## src/rtl/dmem_arbiter.sv

```systemverilog
// rtl/dmem_arbiter.sv - two-requester data memory arbiter with r1 lock bursts and 1-cycle read response
// Optional round-robin tie-break: define DMEM_ARB_RR_EN (default build is fixed priority, r0 wins ties).
module dmem_arbiter #(
  parameter int ADRS_WIDTH = 32,
  parameter int WORD_WIDTH = 32,
  parameter int LOCK_MAX   = 8
) (
  input  logic                    clk_i,
  input  logic                    rst_i,

  input  logic                    r0_valid_i,
  output logic                    r0_ready_o,
  input  logic [ADRS_WIDTH-1:0]   r0_adrs_i,
  input  logic                    r0_wren_i,
  input  logic [WORD_WIDTH/8-1:0] r0_byt_en_i,
  input  logic [WORD_WIDTH-1:0]   r0_wr_data_i,
  output logic                    r0_rsp_valid_o,
  output logic [WORD_WIDTH-1:0]   r0_rd_data_o,

  input  logic                    r1_valid_i,
  output logic                    r1_ready_o,
  input  logic [ADRS_WIDTH-1:0]   r1_adrs_i,
  input  logic                    r1_wren_i,
  input  logic [WORD_WIDTH/8-1:0] r1_byt_en_i,
  input  logic [WORD_WIDTH-1:0]   r1_wr_data_i,
  output logic                    r1_rsp_valid_o,
  output logic [WORD_WIDTH-1:0]   r1_rd_data_o,
  input  logic                    r1_lock_i,

  output logic [ADRS_WIDTH-1:0]   m_adrs_o,
  output logic                    m_rden_o,
  output logic                    m_wren_o,
  output logic [WORD_WIDTH/8-1:0] m_byt_en_o,
  output logic [WORD_WIDTH-1:0]   m_wr_data_o,
  input  logic [WORD_WIDTH-1:0]   m_rd_data_i
);

  typedef enum logic {UNLOCKED, LOCKED} lock_state_e;

  localparam logic [8:0] LOCK_LIMIT = 9'(LOCK_MAX);

  lock_state_e           state_q;
  logic [7:0]            lock_cnt_q;
  logic                  force_r0_q;
  logic                  rsp_valid_q;
  logic                  rsp_id_q;
  logic [WORD_WIDTH-1:0] rsp_data_q;
`ifdef DMEM_ARB_RR_EN
  logic                  last_grant_q;
`endif

  logic lock_owner;
  logic gnt0;
  logic gnt1;
  logic any_gnt;
  logic sel_wren;

  assign lock_owner = (state_q == LOCKED);

  always_comb begin
    gnt0 = 1'b0;
    gnt1 = 1'b0;
    if (!rst_i) begin
      if (lock_owner && r1_valid_i) begin
        gnt1 = 1'b1;
      end else if (r0_valid_i && r1_valid_i) begin
        if (force_r0_q) begin
          gnt0 = 1'b1;
        end else begin
`ifdef DMEM_ARB_RR_EN
          gnt0 = last_grant_q;
          gnt1 = !last_grant_q;
`else
          gnt0 = 1'b1;
`endif
        end
      end else begin
        gnt0 = r0_valid_i;
        gnt1 = r1_valid_i;
      end
    end
  end

  assign any_gnt    = gnt0 | gnt1;
  assign sel_wren   = gnt1 ? r1_wren_i : r0_wren_i;
  assign r0_ready_o = gnt0;
  assign r1_ready_o = gnt1;

  // Idle port drives zeros so the memory never sees a stale address.
  assign m_rden_o    = any_gnt & ~sel_wren;
  assign m_wren_o    = any_gnt &  sel_wren;
  assign m_adrs_o    = gnt1 ? r1_adrs_i    : (gnt0 ? r0_adrs_i    : '0);
  assign m_byt_en_o  = gnt1 ? r1_byt_en_i  : (gnt0 ? r0_byt_en_i  : '0);
  assign m_wr_data_o = gnt1 ? r1_wr_data_i : (gnt0 ? r0_wr_data_i : '0);

  always_ff @(posedge clk_i) begin
    if (rst_i) begin
      state_q    <= UNLOCKED;
      lock_cnt_q <= 8'd0;
      force_r0_q <= 1'b0;
`ifdef DMEM_ARB_RR_EN
      last_grant_q <= 1'b1;
`endif
    end else begin
      force_r0_q <= 1'b0;
`ifdef DMEM_ARB_RR_EN
      if (any_gnt) last_grant_q <= gnt1;
`endif
      case (state_q)
        UNLOCKED: begin
          if (gnt1 && r1_lock_i && (LOCK_MAX > 1)) begin
            state_q    <= LOCKED;
            lock_cnt_q <= 8'd1;
          end
        end
        LOCKED: begin
          // While locked, a missing r1 grant can only mean r1_valid dropped.
          if (!gnt1 || !r1_lock_i) begin
            state_q    <= UNLOCKED;
            lock_cnt_q <= 8'd0;
          end else if (({1'b0, lock_cnt_q} + 9'd1) >= LOCK_LIMIT) begin
            state_q    <= UNLOCKED;
            lock_cnt_q <= 8'd0;
            force_r0_q <= 1'b1;
          end else begin
            lock_cnt_q <= lock_cnt_q + 8'd1;
          end
        end
        default: begin
          state_q    <= UNLOCKED;
          lock_cnt_q <= 8'd0;
        end
      endcase
    end
  end

  always_ff @(posedge clk_i) begin
    if (rst_i) begin
      rsp_valid_q <= 1'b0;
      rsp_id_q    <= 1'b0;
      rsp_data_q  <= '0;
    end else begin
      rsp_valid_q <= m_rden_o;
      rsp_id_q    <= gnt1;
      rsp_data_q  <= m_rden_o ? m_rd_data_i : '0;
    end
  end

  assign r0_rsp_valid_o = rsp_valid_q & ~rsp_id_q;
  assign r1_rsp_valid_o = rsp_valid_q &  rsp_id_q;
  assign r0_rd_data_o   = r0_rsp_valid_o ? rsp_data_q : '0;
  assign r1_rd_data_o   = r1_rsp_valid_o ? rsp_data_q : '0;

endmodule
```

## config.mk

```make
export PLATFORM = sky130hd
export DESIGN_NAME = dmem_arbiter
export DESIGN_NICKNAME = d
export VERILOG_FILES = /design/src/rtl/dmem_arbiter.sv
export SDC_FILE = /design/constraint.sdc
export NUM_CORES = 1
export LEC_CHECK = 0
export ABC_CLOCK_PERIOD_IN_PS = 3360
export CORE_AREA = 2 2 121 123
export CTS_BUF_LIST = sky130_fd_sc_hd__clkbuf_2 sky130_fd_sc_hd__clkbuf_4 sky130_fd_sc_hd__clkbuf_8
export CTS_CLUSTER_SIZE = 12
export DETAILED_ROUTE_END_ITERATION = 16
export DIE_AREA = 0 0 123 125
export PLACE_DENSITY_LB_ADDON = 0.08
export REMOVE_ABC_BUFFERS = 1
export SLEW_MARGIN = 20
export SYNTH_ARGS = -nofsm -noshare
export SYNTH_HDL_FRONTEND = slang
export SYNTH_SLANG_ARGS = --single-unit
```

## constraint.sdc

```tcl
create_clock -name clk_i -period 3.36 [get_ports clk_i]
set_input_delay 0.672 -clock clk_i [delete_from_list [all_inputs] [get_ports clk_i]]
set_output_delay 0.672 -clock clk_i [all_outputs]
set_load 0.02 [all_outputs]
```

==> impl_results.md <==
* Status: completed
* Clock Path Buffers at 2
* Area grow syn2layout at 143%
* Post-CTS sizing at 0
* CTS buffer count at 5
* Worst setup SP type: primary input
* TritonCTS clock tree: yes
* Leakage at 2.54 nW
* Pin count of the biggest net entering global routing at 56
* Async SR Flop Fraction at 0
* CP max FO at 26
* Final hold violations at 0
* Detailed-route vias per instance at 4.32
* Period utilisation layout at 0.981
* VDD IR-drop max at 0.000147 V
* Max cap viols at 0
* Switching Fraction at 0.266
* Residual DRC at 0
* Nets@finish at 766
* WS Path Type: primary input to output port
* Setup TNS at 0 ns
* Mean Syn Cell Area at 8.85 um^2
* Pins Over Slew Limit at 0
* Routed wire length at 14200 um
* Hold buffer count at cts at 0
* Cells along the critical path: clkdlybuf4s50_1, a211oi_4, buf_12, buf_12, a22o_1, clkdlybuf4s50_1
* # setup viols final at 0
* Post-synth EDFFs at 0
* F_max at 303 MHz
* Hpwl dp at 11600 um
* Commonest non-fill, non-tap cell in the layout: clkdlybuf4s50_1
* Worst-Margin Slew at 0.914 ns
* Critical Path AT at 2.62 ns
* PD cells at 246 mW/mm^2
* Clk_skew at 0.00940 ns
* Drt wl/cell at 18.3 um
* Clk slew on worst S/H paths at 0.07 ns
* Mapped Cells at 283
* Clock Tree Root: clkbuf_8
* GRT Overall Usage at 0.175
* Reg2Reg Depth at 6
* Clock group share of total power at 0.266
* Via count at 3345
* Antenna violation net count after detailed routing at 0
* Core area at 0.0142 mm^2
* Critical path's largest stage delay at 0.63 ns
* Most frequent cells in the layout: 305 x clkdlybuf4s50_1, 71 x and2_1, 70 x a22o_1
* I/O Pins at 313
* GR Overflow Total at 0
* Crit path capture type: output port
* Cell internal pwr at 1.10 mW
* Hold Crit Class: flop to flop
* RSZ-0062 raised after global routing: false
* Iter 0 DRT Violations at 136
* Yosys warns at 0
* Layout Utilization at 0.429
* Hold Crit Depth at 1
* Final GP Congestion at 0.862
* Final worst slack at 0.0647 ns
* Req. time, crit path at 2.69 ns
* # rows at 44
* Initial antenna violation count at 1
* Total Power at 1.50 mW
* CTS sink cnt at 43
* Setup Buffers After CTS at 0
* Initial core utilization at 0.176
* Placed cell areas at 0.00593 mm^2
* Flop pwr share at 0.358
* Die height at 125 um
* Minimum clock period at 3.30 ns
* Initial DRT Pass Iterations at 4
* Place WS at 0.0245 ns
* IO Port Bufs at 312
* Post-synthesis sequential area ratio at 0.344
* First-pass GRT wire length at 20300 um
* H-Tree Level Count at 2
* Vias in the first global route at 3401
* Max-slew headroom at 0.386
* Design Area, Final at 0.00609 mm^2
* Synth unique cells at 32
* Die span in x at 123 um
* Switching power total at 0.398 mW
* Main synth FF type: dfxtp_1
* Crit-path slowest cell: clkdlybuf4s50_1
* Layout cell share with drive strength beyond 1 at 0.0526
* Synth Cell Area at 0.00250 mm^2
* Post-synthesis register bit count at 43
* Combinational Power Share at 0.376
* Clk_lat worst skew at 0.29 ns
* Die area at 0.0154 mm^2
-- final timing paths --
kind | slack, ns | from | endpoint
setup reg to reg | 1.40 | lock_cnt_q[0]$_SDFFE_PP0P_ | lock_cnt_q[0]$_SDFFE_PP0P_
hold reg to reg | 0.50 | lock_cnt_q[6]$_SDFFE_PP0P_ | lock_cnt_q[6]$_SDFFE_PP0P_
setup / recovery | 0.06 | r1_valid_i | m_wr_data_o[22]
hold / removal | 0.50 | lock_cnt_q[6]$_SDFFE_PP0P_ | lock_cnt_q[6]$_SDFFE_PP0P_
-- critical path: cells and delay by family --
family                 cells  cell delay [ns]
buffers and inverters      4             1.52
AO/OA/AOI/OAI              2             0.40
-- sequential cells by signal, indices dropped and copies added (netlist names) --
signal       cells
lock_cnt_q       8
rsp_valid_q      1
rsp_id_q         1
lock_owner       1
rsp_data_q      32
-- cell families after synthesis --
logic type	Yosys count	synth area share
AO/OA/AOI/OAI	87	0.303
XOR/XNOR	1	0.00350
buffers and inverters	33	0.0494
adder cells (fa/ha/maj)	2	0.00999
AND/OR/NAND/NOR	117	0.291
flip-flops	43	0.344
-- power by group through the flow --
stage          Combinational [mW]  Clock [mW]  Sequential (mW)
4_1_cts                     0.568       0.415            0.537
3_5_place_dp                0.565           0            0.549
2_1_floorplan               0.180           0            0.551
3_3_place_gp                0.564           0            0.549
5_1_grt                     0.599       0.436            0.540
6_report                    0.564       0.398            0.537
-- metrics by stage --
step / std cells / hold slack [ns]
2_1_floorplan: 255 / 0.443
3_3_place_gp: 765 / 0.479
3_5_place_dp: 765 / 0.484
4_1_cts: 772 / 0.501
5_1_grt: 774 / 0.507
6_report: 775 / 0.499
-- metal layers --
metal	part of all wire	up-vias	routed length [um]	global-route usage
met1	0.38	1505	5400	0.187
met5	0	-	0	0
met2	0.52	178	7350	0.331
met3	0.090	10	1270	0.0602
li1	-	1652	-	-
met4	0.012	0	165	0.0314
-- area by class of cell --
type / instances / area, um^2
clock buffers: 6 / 76.3
clock inverters: 1 / 30.0
fillers: 1415 / 8120
inverters: 5 / 18.8
flip-flops and latches: 43 / 861
diodes: 2 / 5.00
repair buffers: 327 / 3330
well taps: 184 / 230
multi-input cells: 207 / 1540
-- synth_stat cells (all sizes together) (3+ instances only) --
master / n / area, um^2
inv: 5 / 18.8
and3: 32 / 200
clkbuf: 28 / 105
and2: 71 / 444
dfxtp: 43 / 861
a22o: 70 / 613
nand2: 3 / 11.3
No activity file was read; power rests on OpenSTA's default activity.
==> edit, RTL diff (same flow settings) <==
Change the parameter `ADRS_WIDTH` from 32 to 40.
--- a/src/rtl/dmem_arbiter.sv
+++ b/src/rtl/dmem_arbiter.sv
@@ -1,7 +1,7 @@
 // rtl/dmem_arbiter.sv - two-requester data memory arbiter with r1 lock bursts and 1-cycle read response
 // Optional round-robin tie-break: define DMEM_ARB_RR_EN (default build is fixed priority, r0 wins ties).
 module dmem_arbiter #(
-  parameter int ADRS_WIDTH = 32,
+  parameter int ADRS_WIDTH = 40,
   parameter int WORD_WIDTH = 32,
   parameter int LOCK_MAX   = 8
 ) (
Ports: changed (resized m_adrs_o, r0_adrs_i and r1_adrs_i); port bits go from 313 to 337. The function was not compared with the original's and may differ.
==> edit against the original RTL <==
Area after synthesis grew 3.0%. Setup slack worse by 0.0039 ns. Count of clock-buffer cells in the layout increased by 1. Wire length rose by 15%. Combinational power up 11%. Register-to-register slack got worse by 0.07 ns. Synthesized cell count is 3.5% higher. Sequential cell count unchanged. Design area increased by 7.9%. Cell count grew 4.8%. Total power rose by 1.9%. Critical path type unchanged.
==> edit: results (changes against the original RTL) <==
synth_xor_xnor_area_share_pct: 0.339  # -0.010 points
track_usage_pct: 20.4  # +2.9 points
drive_above_1_share_pct: 6.38  # +1.1 points
synthTopCellsByCount: "a22o_1, and2_1, dfxtp_1, and3_1, clkbuf_1"
ir_drop_uv: 130  # -12%
grt_pass1_vias: 3702  # +8.9%
via_per_inst: 4.49  # +4.1%
gp_congestion: 0.922  # +7.0%
dr_total_vias: 3649  # +9.1%
cts_setup_buffers: 1  # +1
yosysWarnings: 0  # unchanged
post-place-ws_ns: -0.0365  # -0.0609 ns
synthAdderAreaFrac_pct: 0.970  # -0.029 points
grt_antenna_before_repair: 2  # +1
leakage_nw: 3.38  # +33%
fin_nets: 819  # +6.9%
switching_power_uw: 432  # +8.5%
cp-endpoint: "m_wr_data_o[12]"
fin_worst_skew_ns: 0.00501  # -0.00439 ns
status: "finished, final reports clean"
ys_types: 33  # +3.1%
grt_pass1_wl_um: 23200  # +14%
placed_area_um2: 6260  # +5.6%
dp_hpwl_um: 13000  # +12%
portBuffers: 336  # +7.7%
fillers: 1375  # -2.8%
syn_avg_cell_area_um2: 8.81  # -0.52%
cp_max_fo: 12  # -54%
dpl.cell_count: 800  # +4.6%
worst_pin_slew_ns: 0.913  # -0.00121 ns
drt_first_iter_violations: 103  # -24%
reg2reg_slack_ns: 1.33  # -0.07 ns
[edit: how the worst min path moves through the flow]
stage | from | to | slack, ns | depth (start not counted)
finish | lock_cnt_q[7]$_SDFFE_PP0P_ | lock_cnt_q[7]$_SDFFE_PP0P_ | 0.50 | 1
global route | lock_cnt_q[6]$_SDFFE_PP0P_ | lock_cnt_q[6]$_SDFFE_PP0P_ | 0.52 | 1
CTS | lock_cnt_q[7]$_SDFFE_PP0P_ | lock_cnt_q[7]$_SDFFE_PP0P_ | 0.50 | 1
detailed placement | lock_cnt_q[6]$_SDFFE_PP0P_ | lock_cnt_q[6]$_SDFFE_PP0P_ | 0.49 | 1
global placement | lock_cnt_q[6]$_SDFFE_PP0P_ | lock_cnt_q[6]$_SDFFE_PP0P_ | 0.48 | 1
floorplan | lock_cnt_q[6]$_SDFFE_PP0P_ | lock_cnt_q[6]$_SDFFE_PP0P_ | 0.44 | 1
[edit: routing by layer]
layer / share of wire [%] / GRT usage [%] / vias to the layer above
met1: 36 / 22.7 / 1671
met3: 12 / 9.67 / 28
met4: 2.9 / 6.55 / 4
met5: 0.13 / 0 / -
li1: - / - / 1754
met2: 48 / 34.2 / 192
[edit: power by group through the flow]
stage | clock network, mW | logic, mW | registers [mW]
floorplan | 0 | 0.196 | 0.551
global placement | 0 | 0.621 | 0.549
detailed placement | 0 | 0.620 | 0.550
CTS | 0.379 | 0.641 | 0.538
global route | 0.398 | 0.665 | 0.541
finish | 0.363 | 0.627 | 0.538
[edit: final cells by class]
cell class	count	area, µm²	share of cell area [%]
Antenna cell	1	2.50	0.0381
Clock buffer	7	96.3	1.47
Clock inverter	1	7.51	0.114
Inverter	5	18.8	0.286
Multi-Input combinational cell	215	1610	24.5
Sequential cell	43	861	13.1
Tap cell	184	230	3.50
Timing Repair Buffer	356	3740	57.0
